### config.mk
export PLATFORM = sky130hd
export DESIGN_NAME = if_stage_flat
export DESIGN_NICKNAME = d
export VERILOG_FILES = /design/src/rtl/if_stage_if.sv /design/src/rtl/if_stage.sv /design/src/flat_wrapper.sv
export SDC_FILE = /design/constraint.sdc
export NUM_CORES = 1
export LEC_CHECK = 0
export CORE_MARGIN = 3
export CORE_UTILIZATION = 40
export DETAILED_ROUTE_END_ITERATION = 10
export HOLD_SLACK_MARGIN = 0.12
export MAX_ROUTING_LAYER = met4
export PLACE_DENSITY = 0.71
export SLEW_MARGIN = 25
export SYNTH_ARGS = -nofsm -noshare
export SYNTH_HDL_FRONTEND = slang
export SYNTH_SLANG_ARGS = --single-unit
### constraint.sdc
create_clock -name clk -period 5.5 [get_ports clk]
set_clock_uncertainty 0.05 [all_clocks]
set_input_delay 0.825 -clock clk [delete_from_list [all_inputs] [get_ports clk]]
set_output_delay 0.825 -clock clk [all_outputs]
set_load 0.005 [all_outputs]
### src/rtl/if_stage_if.sv
// Instruction-memory fetch handshake: one outstanding request, held until ack.
// master = fetch stage (drives req/addr), slave = memory (drives ack/rdata).
interface if_stage_if;
  logic        req;
  logic [31:0] addr;
  logic        ack;
  logic [31:0] rdata;

  modport master (output req, addr, input ack, rdata);
  modport slave  (input req, addr, output ack, rdata);
endinterface

### src/rtl/if_stage.sv
// Instruction-fetch stage with IF/ID register, delayed-branch redirect and delay-slot tagging.
// Optional macro IF_FETCH_BUF_EN keeps a word acked during a stall instead of re-fetching it.
module if_stage #(
  parameter logic [31:0] RESET_PC = 32'h0000_0000,
  parameter logic [31:0] NOP_INST = 32'h0000_0000
) (
  input  logic              clk,
  input  logic              rst,
  input  logic              stall_i,
  input  logic              branch_flag_i,
  input  logic [31:0]       branch_target_i,
  input  logic              next_inst_in_delayslot_i,
  if_stage_if.master        imem,
  output logic [31:0]       id_pc_o,
  output logic [31:0]       id_inst_o,
  output logic              id_valid_o,
  output logic              id_is_in_delayslot_o
);

  typedef enum logic [1:0] {
    S_IDLE  = 2'd0,
    S_FETCH = 2'd1,
    S_HOLD  = 2'd2
  } state_t;

  state_t      state_reg;
  logic [31:0] fetch_pc_reg;
  logic [31:0] addr_reg;
  logic        req_reg;
  logic        redir_pend_reg;
  logic [31:0] redir_pc_reg;
  logic        ds_pend_reg;
  logic [31:0] id_pc_reg;
  logic [31:0] id_inst_reg;
  logic        id_valid_reg;
  logic        id_ds_reg;
`ifdef IF_FETCH_BUF_EN
  logic [31:0] buf_inst_reg;
`endif

  logic        take_branch;
  logic        ds_next_issue;
  logic        issue;
  logic [31:0] next_pc;
  logic [31:0] next_addr;

  // A redirect already pending wins over one arriving this cycle: it is the older branch.
  assign take_branch   = branch_flag_i & ~stall_i;
  assign ds_next_issue = ds_pend_reg | (next_inst_in_delayslot_i & ~stall_i);
  assign next_pc       = redir_pend_reg ? redir_pc_reg :
                         (take_branch ? branch_target_i : fetch_pc_reg + 32'd4);
  assign next_addr     = {next_pc[31:2], 2'b00};

  // issue = a real instruction is loaded into IF/ID this cycle
  always_comb begin
    issue = 1'b0;
    if (!stall_i) begin
      if (state_reg == S_FETCH && imem.ack) begin
        issue = 1'b1;
      end
`ifdef IF_FETCH_BUF_EN
      if (state_reg == S_HOLD) begin
        issue = 1'b1;
      end
`endif
    end
  end

  always_ff @(posedge clk or negedge rst) begin
    if (!rst) begin
      state_reg      <= S_IDLE;
      fetch_pc_reg   <= RESET_PC;
      addr_reg       <= '0;
      req_reg        <= 1'b0;
      redir_pend_reg <= 1'b0;
      redir_pc_reg   <= '0;
      ds_pend_reg    <= 1'b0;
      id_pc_reg      <= '0;
      id_inst_reg    <= NOP_INST;
      id_valid_reg   <= 1'b0;
      id_ds_reg      <= 1'b0;
`ifdef IF_FETCH_BUF_EN
      buf_inst_reg   <= '0;
`endif
    end else begin
      // Pending flags survive bubbles and are frozen by a stall.
      if (!stall_i) begin
        if (issue) begin
          redir_pend_reg <= 1'b0;
          ds_pend_reg    <= 1'b0;
        end else begin
          if (branch_flag_i) begin
            redir_pend_reg <= 1'b1;
            redir_pc_reg   <= branch_target_i;
          end
          if (next_inst_in_delayslot_i) begin
            ds_pend_reg <= 1'b1;
          end
        end
      end

      case (state_reg)
        S_IDLE: begin
          state_reg <= S_FETCH;
          req_reg   <= 1'b1;
          addr_reg  <= {fetch_pc_reg[31:2], 2'b00};
        end

        S_FETCH: begin
          if (imem.ack && !stall_i) begin
            id_pc_reg    <= fetch_pc_reg;
            id_inst_reg  <= imem.rdata;
            id_valid_reg <= 1'b1;
            id_ds_reg    <= ds_next_issue;
            fetch_pc_reg <= next_pc;
            addr_reg     <= next_addr;
          end else if (imem.ack) begin
            state_reg    <= S_HOLD;
            req_reg      <= 1'b0;
`ifdef IF_FETCH_BUF_EN
            buf_inst_reg <= imem.rdata;
`endif
          end else if (!stall_i) begin
            id_inst_reg  <= NOP_INST;
            id_valid_reg <= 1'b0;
            id_ds_reg    <= 1'b0;
          end
        end

        S_HOLD: begin
          if (!stall_i) begin
            state_reg <= S_FETCH;
            req_reg   <= 1'b1;
`ifdef IF_FETCH_BUF_EN
            id_pc_reg    <= fetch_pc_reg;
            id_inst_reg  <= buf_inst_reg;
            id_valid_reg <= 1'b1;
            id_ds_reg    <= ds_next_issue;
            fetch_pc_reg <= next_pc;
            addr_reg     <= next_addr;
`else
            // The discarded word is re-requested from the unchanged fetch_pc.
            id_inst_reg  <= NOP_INST;
            id_valid_reg <= 1'b0;
            id_ds_reg    <= 1'b0;
`endif
          end
        end

        default: begin
          state_reg <= S_IDLE;
          req_reg   <= 1'b0;
        end
      endcase
    end
  end

  assign imem.req             = req_reg;
  assign imem.addr            = addr_reg;
  assign id_pc_o              = id_pc_reg;
  assign id_inst_o            = id_inst_reg;
  assign id_valid_o           = id_valid_reg;
  assign id_is_in_delayslot_o = id_ds_reg;

endmodule

### src/flat_wrapper.sv
// flat-port wrapper written by rule: the top's interface ports become plain ports
module if_stage_flat 
#(
  parameter logic [31:0] RESET_PC = 32'h0000_0000,
  parameter logic [31:0] NOP_INST = 32'h0000_0000
)
  (clk, rst, stall_i, branch_flag_i, branch_target_i, next_inst_in_delayslot_i, id_pc_o, id_inst_o, id_valid_o, id_is_in_delayslot_o, imem_req, imem_addr, imem_ack, imem_rdata);
  if_stage_if imem_i ();
  input  logic clk;
  input  logic rst;
  input  logic stall_i;
  input  logic branch_flag_i;
  input  logic [31:0] branch_target_i;
  input  logic next_inst_in_delayslot_i;
  output logic [31:0] id_pc_o;
  output logic [31:0] id_inst_o;
  output logic id_valid_o;
  output logic id_is_in_delayslot_o;
  output wire logic [$bits(imem_i.req)-1:0] imem_req;
  output wire logic [$bits(imem_i.addr)-1:0] imem_addr;
  input wire logic [$bits(imem_i.ack)-1:0] imem_ack;
  input wire logic [$bits(imem_i.rdata)-1:0] imem_rdata;
  assign imem_req = imem_i.req;
  assign imem_addr = imem_i.addr;
  assign imem_i.ack = imem_ack;
  assign imem_i.rdata = imem_rdata;
  if_stage #(.RESET_PC(RESET_PC), .NOP_INST(NOP_INST)) u_core (.clk(clk), .rst(rst), .stall_i(stall_i), .branch_flag_i(branch_flag_i), .branch_target_i(branch_target_i), .next_inst_in_delayslot_i(next_inst_in_delayslot_i), .imem(imem_i), .id_pc_o(id_pc_o), .id_inst_o(id_inst_o), .id_valid_o(id_valid_o), .id_is_in_delayslot_o(id_is_in_delayslot_o));
endmodule
==> run summary, run 1 <==
Avg Inst Size Synth: 9.791 sq um
Longest Clk Path Bufs: 2
Reg clk slew, reported paths: 70 ps
R2R depth: 4
Setup violations, final: 0
# rows: 50
power per cell area: 458.2 nW/um^2
Max-cap violations: 0
most common cell in the netlist: dfrtp_1
share of post-route cells with drive strength above 1: 0.08289
fmax: 0.3404 GHz
CP endpoint kind: primary output
Initial DRC Count: 743
initial antenna violation count: 0
crit start category: register
Port Buffers: 166
setup bufs post-CTS: 0
Final WS setup: 2563 ps
grt ovf: 0
Hold WC Path Type: in -> async
setup TNS: 0 ps
first-pass GRT wire length: 36600 um
CTS tree: yes
synthesized area: 7794 sq um
launching point of the worst reg2reg path: u_core.state_reg[1]
Worst-Skew Late Latency: 420 ps
clk sinks: 164
Synth area leaders: dfrtp_1 (53%), nand2_1 (6.9%), a22o_1 (3.6%)
CP max FO: 22
CTS H-Tree Depth: 4
Flop pwr share: 0.423
Crit path arrival time: 2060 ps
pin count of the biggest net entering global routing: 84
fin crit share: 0.5341
dominant cell type by area after synthesis: dfrtp_1
die area: 21200 sq um
post-CTS sizing: 0
drt drc: 0
Post-Synthesis Cells: 796
Distinct cells, synth: 69
Ys Warns: 0
critical path type: reg -> out
RSZ-0062 raised after global routing: false
vias per inst: 5.582
Clk pwr share: 0.272
asr flop ratio synth: 1.000
Final Hold Viols: 0
fin. max-slew vios: 0
commonest cells in the synthesized netlist: dfrtp_1 (164), nand2_1 (144), o21ai_0 (44)
I/O Pins: 169
Routed Antenna Nets: 0
synthesis-to-layout area growth: 30.45%
Worst Path Required: 4620 ps
die height: 145.6 um
Sw Pwr: 1.514 mW
CTS Hold Bufs: 0
sequential-to-total area share from yosys stat: 0.5266
ant diodes: 0
static leakage: 4.291 nW
minimum clock period: 2937 ps
Final Power: 4.659 mW
die span in x: 145.6 um
main flop type after synthesis: dfrtp_1
initial core utilization: 0.4125
Worst-Margin Slew: 895.3 ps
Final #Nets: 1001
final wirelength: 22810 um
total number of vias: 6704
Cell Int Power: 3.144 mW
FF-to-FF End: u_core.imem.addr[2]
dpl hpwl: 15230 um
Post-Place Setup Slack: 2175 ps
Synth Register Bits: 164
Peak VDD IR: 240.6 uV
gr usage total: 0.2222
total CTS buffers: 17
Sw Ratio: 0.3251
number of synthesized flops with an enable pin: 0
Fin Hold WS: 407.6 ps
routed len/inst: 18.99 um
combinational power share: 0.306
worst slew margin relative to its limit: 0.4025
RD Place Congestion: 0.8430
Reg2Reg Setup Slack: 2750 ps
CTS root buf: clkbuf_16
Synth top area share: 0.5266
drt pass-1 iters: 5
status: finished clean
vias in the first global route: 6574
Core ar.: 18890 sq um
## cell families after synthesis
kind of cell | share of synthesized area
buf+inv | 0.05105
compound gates | 0.1729
simple gates | 0.1898
mux | 0.04864
xor+xnor | 0.008989
other cells | 0.0004812
flops | 0.5266
fa+ha+maj | 0.001605
## metrics by stage
stage	instances	area, sq um	util
2_1_floorplan	797	7797	-
4_1_cts	1201	10160	0.5380
6_report	1201	10170	0.5381
3_5_place_dp	1171	9543	0.5051
3_3_place_gp	1171	9543	0.5051
5_1_grt	1201	10170	0.5381
## placed cells by master, fill, tap and decap left out, drive strengths merged, types with 21 or more instances in the layout
cell / instances
a22o: 32
nor3: 21
clkdlybuf4s50: 165
mux2: 31
nor2: 42
nand2: 146
a21oi: 41
dfrtp: 164
o21ai: 61
## critical path, stage by stage (launching register included)
cell and delay (ps):
dfrtp_1 660, buf_4 410, clkdlybuf4s50_1 560
## how the worst max path moves through the flow
stage | from | to | slack, ps | cells after the start
6_report | u_core.state_reg[0] | imem_req | 2560 | 2
4_1_cts | u_core.state_reg[0] | imem_req | 2580 | 2
3_3_place_gp | imem_ack | u_core.redir_pc_reg[31] | 2220 | 5
5_1_grt | stall_i | u_core.imem.addr[5] | 2390 | 7
2_1_floorplan | stall_i | u_core.fetch_pc_reg[19] | 3190 | 6
3_5_place_dp | stall_i | u_core.imem.addr[5] | 2180 | 7
## power by group through the flow
stage | logic (mW) | registers [mW] | clock network (mW)
2_1_floorplan | 0.767 | 1.85 | 0
3_3_place_gp | 1.40 | 1.97 | 0
3_5_place_dp | 1.42 | 1.98 | 0
4_1_cts | 1.43 | 1.96 | 1.28
5_1_grt | 1.57 | 2.03 | 1.34
6_report | 1.42 | 1.97 | 1.27
## per-layer routing
metal / track usage / wire [um] / part of all wire
met1: 0.3023 / 10100 / 0.44
met5: - / 0 / 0
met2: 0.3386 / 10780 / 0.47
met4: 0.08500 / 607 / 0.027
met3: 0.03363 / 1320 / 0.058
## layout make-up
cell class,count,area [sq um]
inverters,9,33.78
clock buffers,20,466.7
fillers,1684,8726
flip-flops and latches,164,4104
well taps,260,325.3
clock inverters,10,155.1
repair buffers,180,1768
multi-input cells,558,3314
No activity file was read; power rests on OpenSTA's default activity.
==> run 2, diff against run 1 <==
- PLACE_DENSITY: 0.71 -> 0.74
- clock period: 5.5 -> 2.7 ns (I/O delays scaled with it)
==> run 2 against run 1 <==
Effect of this change:
- sequential share of layout area fell by 0.91 points
- combinational power up 120%
- clock power increased by 98%
- wire length grew 1.5%
- first-iteration DRC count fell by 18%
- count of clock-buffer cells in the layout is 5 higher
- core utilization up 1.2 points
- hold slack better by 13 ps
- flip-flop and latch count stayed put
- non-clock buffer count rose by 24
- critical endpoint is now u_core.fetch_pc_reg[16]
- highest routed layer unchanged
==> run summary, run 2 (synthesis gave the netlist of run 1 again) <==
Sw Ratio: 0.3261 (was 0.3251)
Longest Clk Path Bufs: 2 (unchanged)
critical path type: reg -> reg (was reg -> out)
Core ar.: 18890 sq um (unchanged)
Final WS setup: 337.3 ps (was 2563 ps)
die span in x: 145.6 um (unchanged)
static leakage: 4.428 nW (was 4.291 nW)
Max-cap violations: 0 (unchanged)
hold depth: 2
worst min-delay path startpoint: u_core.id_pc_o[0]
die area: 21200 sq um (unchanged)
fin crit share: 0.8751
total number of vias: 6834 (was 6704)
Hold WC Path Type: reg -> reg (was in -> async)
Cell Int Power: 6.426 mW (was 3.144 mW)
vias per inst: 5.570 (was 5.582)
synthesis-to-layout area growth: 33.47% (was 30.45%)
share of post-route cells with drive strength above 1: 0.1034 (was 0.08289)
# rows: 50 (unchanged)
pin count of the biggest net entering global routing: 67 (was 84)
FF-to-FF End: u_core.fetch_pc_reg[16] (was u_core.imem.addr[2])
FILL cells: 1676 (was 1684)
Final Hold Viols: 0 (unchanged)
beginning of the critical path: u_core.fetch_pc_reg[3] (was u_core.state_reg[0])
most frequent cells in the layout: clkdlybuf4s50_1 (165), dfrtp_1 (164), nand2_1 (143) (was clkdlybuf4s50_1 (165), dfrtp_1 (164), nand2_1 (142))
Routed Antenna Nets: 0 (unchanged)
drt pass-1 iters: 5 (unchanged)
final cell count without fillers: 1227 (was 1201)
CP endpoint kind: register (was primary output)
CP delay by family, top: simple AND/OR/NAND/NOR gates (was buffers and inverters)
ant diodes: 0 (unchanged)
total CTS buffers: 17 (unchanged)
vias in the first global route: 6640 (was 6574)
Clk pwr share: 0.263 (was 0.272)
register area: 4104 sq um (unchanged)
die height: 145.6 um (unchanged)
Reg clk slew, reported paths: 60 ps (was 70 ps)
clk sinks: 164 (unchanged)
minimum clock period: 2363 ps
worst slew margin relative to its limit: 0.4901 (was 0.4025)
combinational power share: 0.322 (was 0.306)
Worst Path Required: 2940 ps (was 4620 ps)
gr usage total: 0.2236 (was 0.2222)
CP max stage delay: 510 ps (was 660 ps)
commonest non-fill, non-tap cell in the layout: clkdlybuf4s50_1 (unchanged)
Flop pwr share: 0.415 (was 0.423)
Worst-Skew Late Latency: 420 ps (about the same)
end of the worst hold path: u_core.id_pc_o[0]
CTS root buf: clkbuf_16 (unchanged)
setup bufs post-CTS: 0 (unchanged)
drt drc: 0 (unchanged)
Setup violations, final: 0 (unchanged)
crit start category: register (unchanged)
final wirelength: 23160 um (was 22810 um)
slowest CP cell: dfrtp_1 (unchanged)
fin. max-slew vios: 0 (unchanged)
CTS H-Tree Depth: 4 (unchanged)
routed len/inst: 18.88 um (was 18.99 um)
crit path cell chain: ha_1 > nand2_1 > buf_4 > nor4_1 > xor2_1 > a221oi_1 > o21ai_0 (was buf_4 > clkdlybuf4s50_1)
area of the multi-input gates: 3309 sq um (was 3314 sq um)
setup TNS: 0 ps (unchanged)
launching point of the worst reg2reg path: u_core.fetch_pc_reg[3] (was u_core.state_reg[1])
Peak VDD IR: 464.6 uV (was 240.6 uV)
fmax: 0.4232 GHz
first-pass GRT wire length: 36940 um (was 36600 um)
Sw Pwr: 3.110 mW (was 1.514 mW)
initial antenna violation count: 0 (unchanged)
dpl hpwl: 15680 um (was 15230 um)
CTS tree: yes (unchanged)
Reg2Reg Setup Slack: 340 ps (was 2750 ps)
Worst-Margin Slew: 764.0 ps (was 895.3 ps)
status: finished clean (unchanged)
CP bufs+invs: 1 (was 2)
power per cell area: 916.8 nW/um^2 (was 458.2 nW/um^2)
Post-Place Setup Slack: 244.3 ps (was 2175 ps)
RD Place Congestion: 0.8986 (was 0.8430)
Port Buffers: 166 (unchanged)
CP max FO: 8 (was 22)
grt ovf: 0 (unchanged)
R2R depth: 7 (was 4)
Initial DRC Count: 607 (was 743)
RSZ-0062 raised after global routing: false (unchanged)
I/O Pins: 169 (unchanged)
initial core utilization: 0.4125 (unchanged)
Final #Nets: 1025 (was 1001)
Crit path arrival time: 2600 ps (was 2060 ps)
Inst Count DP: 1194 (was 1171)
## run 2: how the worst max path moves through the flow
| stage | cells past startpoint | end | slack [ps] |
|---|---|---|---|
| after global routing | 7 | u_core.fetch_pc_reg[16] | 220 |
| after floorplan | 6 | u_core.fetch_pc_reg[30] | 670 |
| after CTS | 7 | u_core.fetch_pc_reg[16] | 360 |
| after global placement | 7 | u_core.imem.addr[11] | 300 |
| final | 7 | u_core.fetch_pc_reg[16] | 340 |
| after detailed placement | 7 | u_core.imem.addr[23] | 240 |
## run 2: repair_timing
action                    CTS  global route
hold endpoints to repair   46             0
hold buffers                1             0
gates resized for setup     0             0
## run 2: area by class of cell
cell class                 count  share of cell area
clock buffer                  25             0.05052
clock inverter                 7            0.008780
inverter                       9            0.003248
multi-input combinational    558              0.3181
sequential                   164              0.3945
tap                          260             0.03127
timing repair buffer         204              0.1935
## run 2: tightest hold or removal path, delay by kind of cell (launching register included)
family           cells  cell delay (ps)
DFF                  1              340
and+or+nand+nor      2              100
## run 2: per-stage QoR
step	hold slack, ps	util	total power [mW]	cell area [sq um]
global placement	318.1	0.5174	6.960	9776
global route	444.0	0.5506	10.10	10400
CTS	428.2	0.5506	9.579	10400
detailed placement	321.6	0.5174	7.031	9776
finish	420.8	0.5506	9.537	10400
floorplan	59.41	-	5.338	7797
## run 2: routing by layer
metal  up-vias  part of all wire  track usage
met1      3339              0.43       0.2936
met5         -                 0            -
met4         0             0.017      0.05983
met2       296              0.49       0.3606
li1       3162                 -            -
met3        37             0.062      0.04017
## run 2: power groups by stage
stage	registers, mW	logic [mW]	clock network, mW
after global placement	3.95	3.01	0
after global routing	4.06	3.38	2.66
after CTS	3.94	3.09	2.55
after floorplan	3.78	1.56	0
after detailed placement	3.97	3.06	0
final	3.96	3.07	2.51
==> run 3, diff against run 2 <==
- RECOVER_POWER: unset -> 25
==> run 3 against run 2 <==
Effect of this change:
- clock power barely moved
- wire length fell by 0.20%
- largest power group unchanged
- combinational power about the same
- core utilization barely moved
- die area unchanged
- setup slack lost 0.80 ps
- final area about the same
- via count about the same
- critical path type unchanged
- count of clock-buffer cells in the layout unchanged
==> run summary, run 3 (synthesis gave the netlist of run 1 again) <==
ant diodes: 0 (unchanged)
clk sinks: 164 (unchanged)
I/O Pins: 169 (unchanged)
synthesis-to-layout area growth: 33.39% (was 33.47%)
CP max stage delay: 510 ps (about the same)
routed len/inst: 18.84 um (was 18.88 um)
Routed Antenna Nets: 0 (unchanged)
GR Util met2: 0.3606 (unchanged)
# rows: 50 (unchanged)
area of the multi-input gates: 3309 sq um (unchanged)
CTS tree: yes (unchanged)
final design utilization: 0.5503 (was 0.5506)
register area: 4104 sq um (unchanged)
die height: 145.6 um (unchanged)
GR Layer Usage met1: 0.2936 (unchanged)
commonest non-fill, non-tap cell in the layout: clkdlybuf4s50_1 (unchanged)
fmax: 0.4231 GHz (was 0.4232 GHz)
Hold WC Path Type: reg -> reg (unchanged)
first-pass GRT wire length: 36940 um (unchanged)
Final #Nets: 1025 (unchanged)
RD Place Congestion: 0.8986 (unchanged)
vias in the first global route: 6640 (unchanged)
Longest Clk Path Bufs: 2 (unchanged)
die area: 21200 sq um (unchanged)
total CTS buffers: 17 (unchanged)
pin count of the biggest net entering global routing: 67 (unchanged)
fin crit share: 0.8754 (was 0.8751)
Initial DRC Count: 607 (unchanged)
total number of vias: 6840 (was 6834)
Peak VDD IR: 465.3 uV (was 464.6 uV)
RSZ-0062 raised after global routing: false (unchanged)
die span in x: 145.6 um (unchanged)
Final WS setup: 336.5 ps (was 337.3 ps)
slowest CP cell: dfrtp_1 (unchanged)
post-CTS sizing: 0 (unchanged)
CP bufs+invs: 1 (unchanged)
CP max FO: 8 (unchanged)
vias per inst: 5.575 (was 5.570)
Post-Place Setup Slack: 244.3 ps (unchanged)
Worst-Skew Late Latency: 420 ps (about the same)
Final Hold Viols: 0 (unchanged)
Reg clk slew, reported paths: 60 ps (about the same)
setup TNS: 0 ps (unchanged)
Crit path arrival time: 2600 ps (about the same)
Port Buffers: 166 (unchanged)
Worst-Margin Slew: 1219 ps (was 764.0 ps)
critical path type: reg -> reg (unchanged)
crit path cell chain: ha_1 > nand2_1 > buf_4 > nor4_1 > xor2_1 > a221oi_1 > o21ai_0 (unchanged)
Max-cap violations: 0 (unchanged)
crit start category: register (unchanged)
worst slew margin relative to its limit: 0.1876 (was 0.4901)
final wirelength: 23120 um (was 23160 um)
FILL cells: 1677 (was 1676)
grt ovf: 0 (unchanged)
Core ar.: 18890 sq um (unchanged)
power per cell area: 916.8 nW/um^2 (about the same)
dpl hpwl: 15680 um (unchanged)
gr usage total: 0.2236 (unchanged)
CTS H-Tree Depth: 4 (unchanged)
initial core utilization: 0.4125 (unchanged)
share of post-route cells with drive strength above 1: 0.1034 (unchanged)
minimum clock period: 2364 ps (was 2363 ps)
static leakage: 4.426 nW (was 4.428 nW)
initial antenna violation count: 0 (unchanged)
most frequent cells in the layout: clkdlybuf4s50_1 (165), dfrtp_1 (164), nand2_1 (143) (unchanged)
Worst Path Required: 2940 ps (about the same)
drt pass-1 iters: 5 (unchanged)
CP delay by family, top: simple AND/OR/NAND/NOR gates (unchanged)
Final Power: 9.532 mW (was 9.537 mW)
Setup violations, final: 0 (unchanged)
grt met3 use: 0.04017 (unchanged)
CTS root buf: clkbuf_16 (unchanged)
fin. max-slew vios: 0 (unchanged)
most used routing layer: met2 (unchanged)
CP endpoint kind: register (unchanged)
drt drc: 0 (unchanged)
status: finished clean (unchanged)
## run 3: worst reg2reg max path: cells and delay by family (launching register included)
kind,cells,cell delay [ps]
AO/OA/AOI/OAI,2,490
XOR/XNOR,1,120
adder cells (fa/ha/maj),1,290
buffers and inverters,1,220
flip-flops,1,510
AND/OR/NAND/NOR,2,550
## run 3: path summary, 6_finish.rpt
kind	start	to	slack [ps]	cells after the start
max reg2reg	u_core.fetch_pc_reg[3]	u_core.fetch_pc_reg[16]	340	7
min reg2reg	u_core.id_pc_o[0]	u_core.id_pc_o[0]	420	2
max in group asynchronous	rst	u_core.redir_pc_reg[26]	920	3
min	u_core.id_pc_o[0]	u_core.id_pc_o[0]	420	2
min in group asynchronous	rst	u_core.id_inst_o[23]	730	2
max	u_core.fetch_pc_reg[3]	u_core.fetch_pc_reg[16]	340	7
## run 3: per-layer routing
metal  vias up  part of all wire  wire length (um)
li1       3163                 -                 -
met1      3343              0.43              9925
met2       294              0.49             11320
met3        40             0.061              1402
met4         0             0.020               467
met5         -                 0                 0
## run 3: cell type report
cell class / instances / area share
multi-input cells: 558 / 0.3183
clock inverters: 7 / 0.008786
clock buffers: 25 / 0.05055
well taps: 260 / 0.03129
inverters: 9 / 0.003249
repair buffers: 204 / 0.1930
flip-flops and latches: 164 / 0.3948
## run 3: timing repair
action,CTS,global route
hold buffers,1,0
hold endpoints to repair,46,0
setup buffers,0,0
## run 3: per-stage QoR
stage               hold WS (ps)  instance area [sq um]  std cells
floorplan                  59.41                   7797        797
global placement           318.1                   9776       1194
detailed placement         321.6                   9776       1194
CTS                        428.2                  10400       1227
global route               444.0                  10400       1227
finish                     420.8                  10400       1227
## run 3: where the power goes
| part | internal, mW | switching, mW | total [mW] |
|---|---|---|---|
| Clock | 1.54 | 0.972 | 2.51 |
| Sequential | 3.23 | 0.724 | 3.96 |
| Combinational | 1.65 | 1.41 | 3.07 |
| Total | 6.43 | 3.11 | 9.53 |
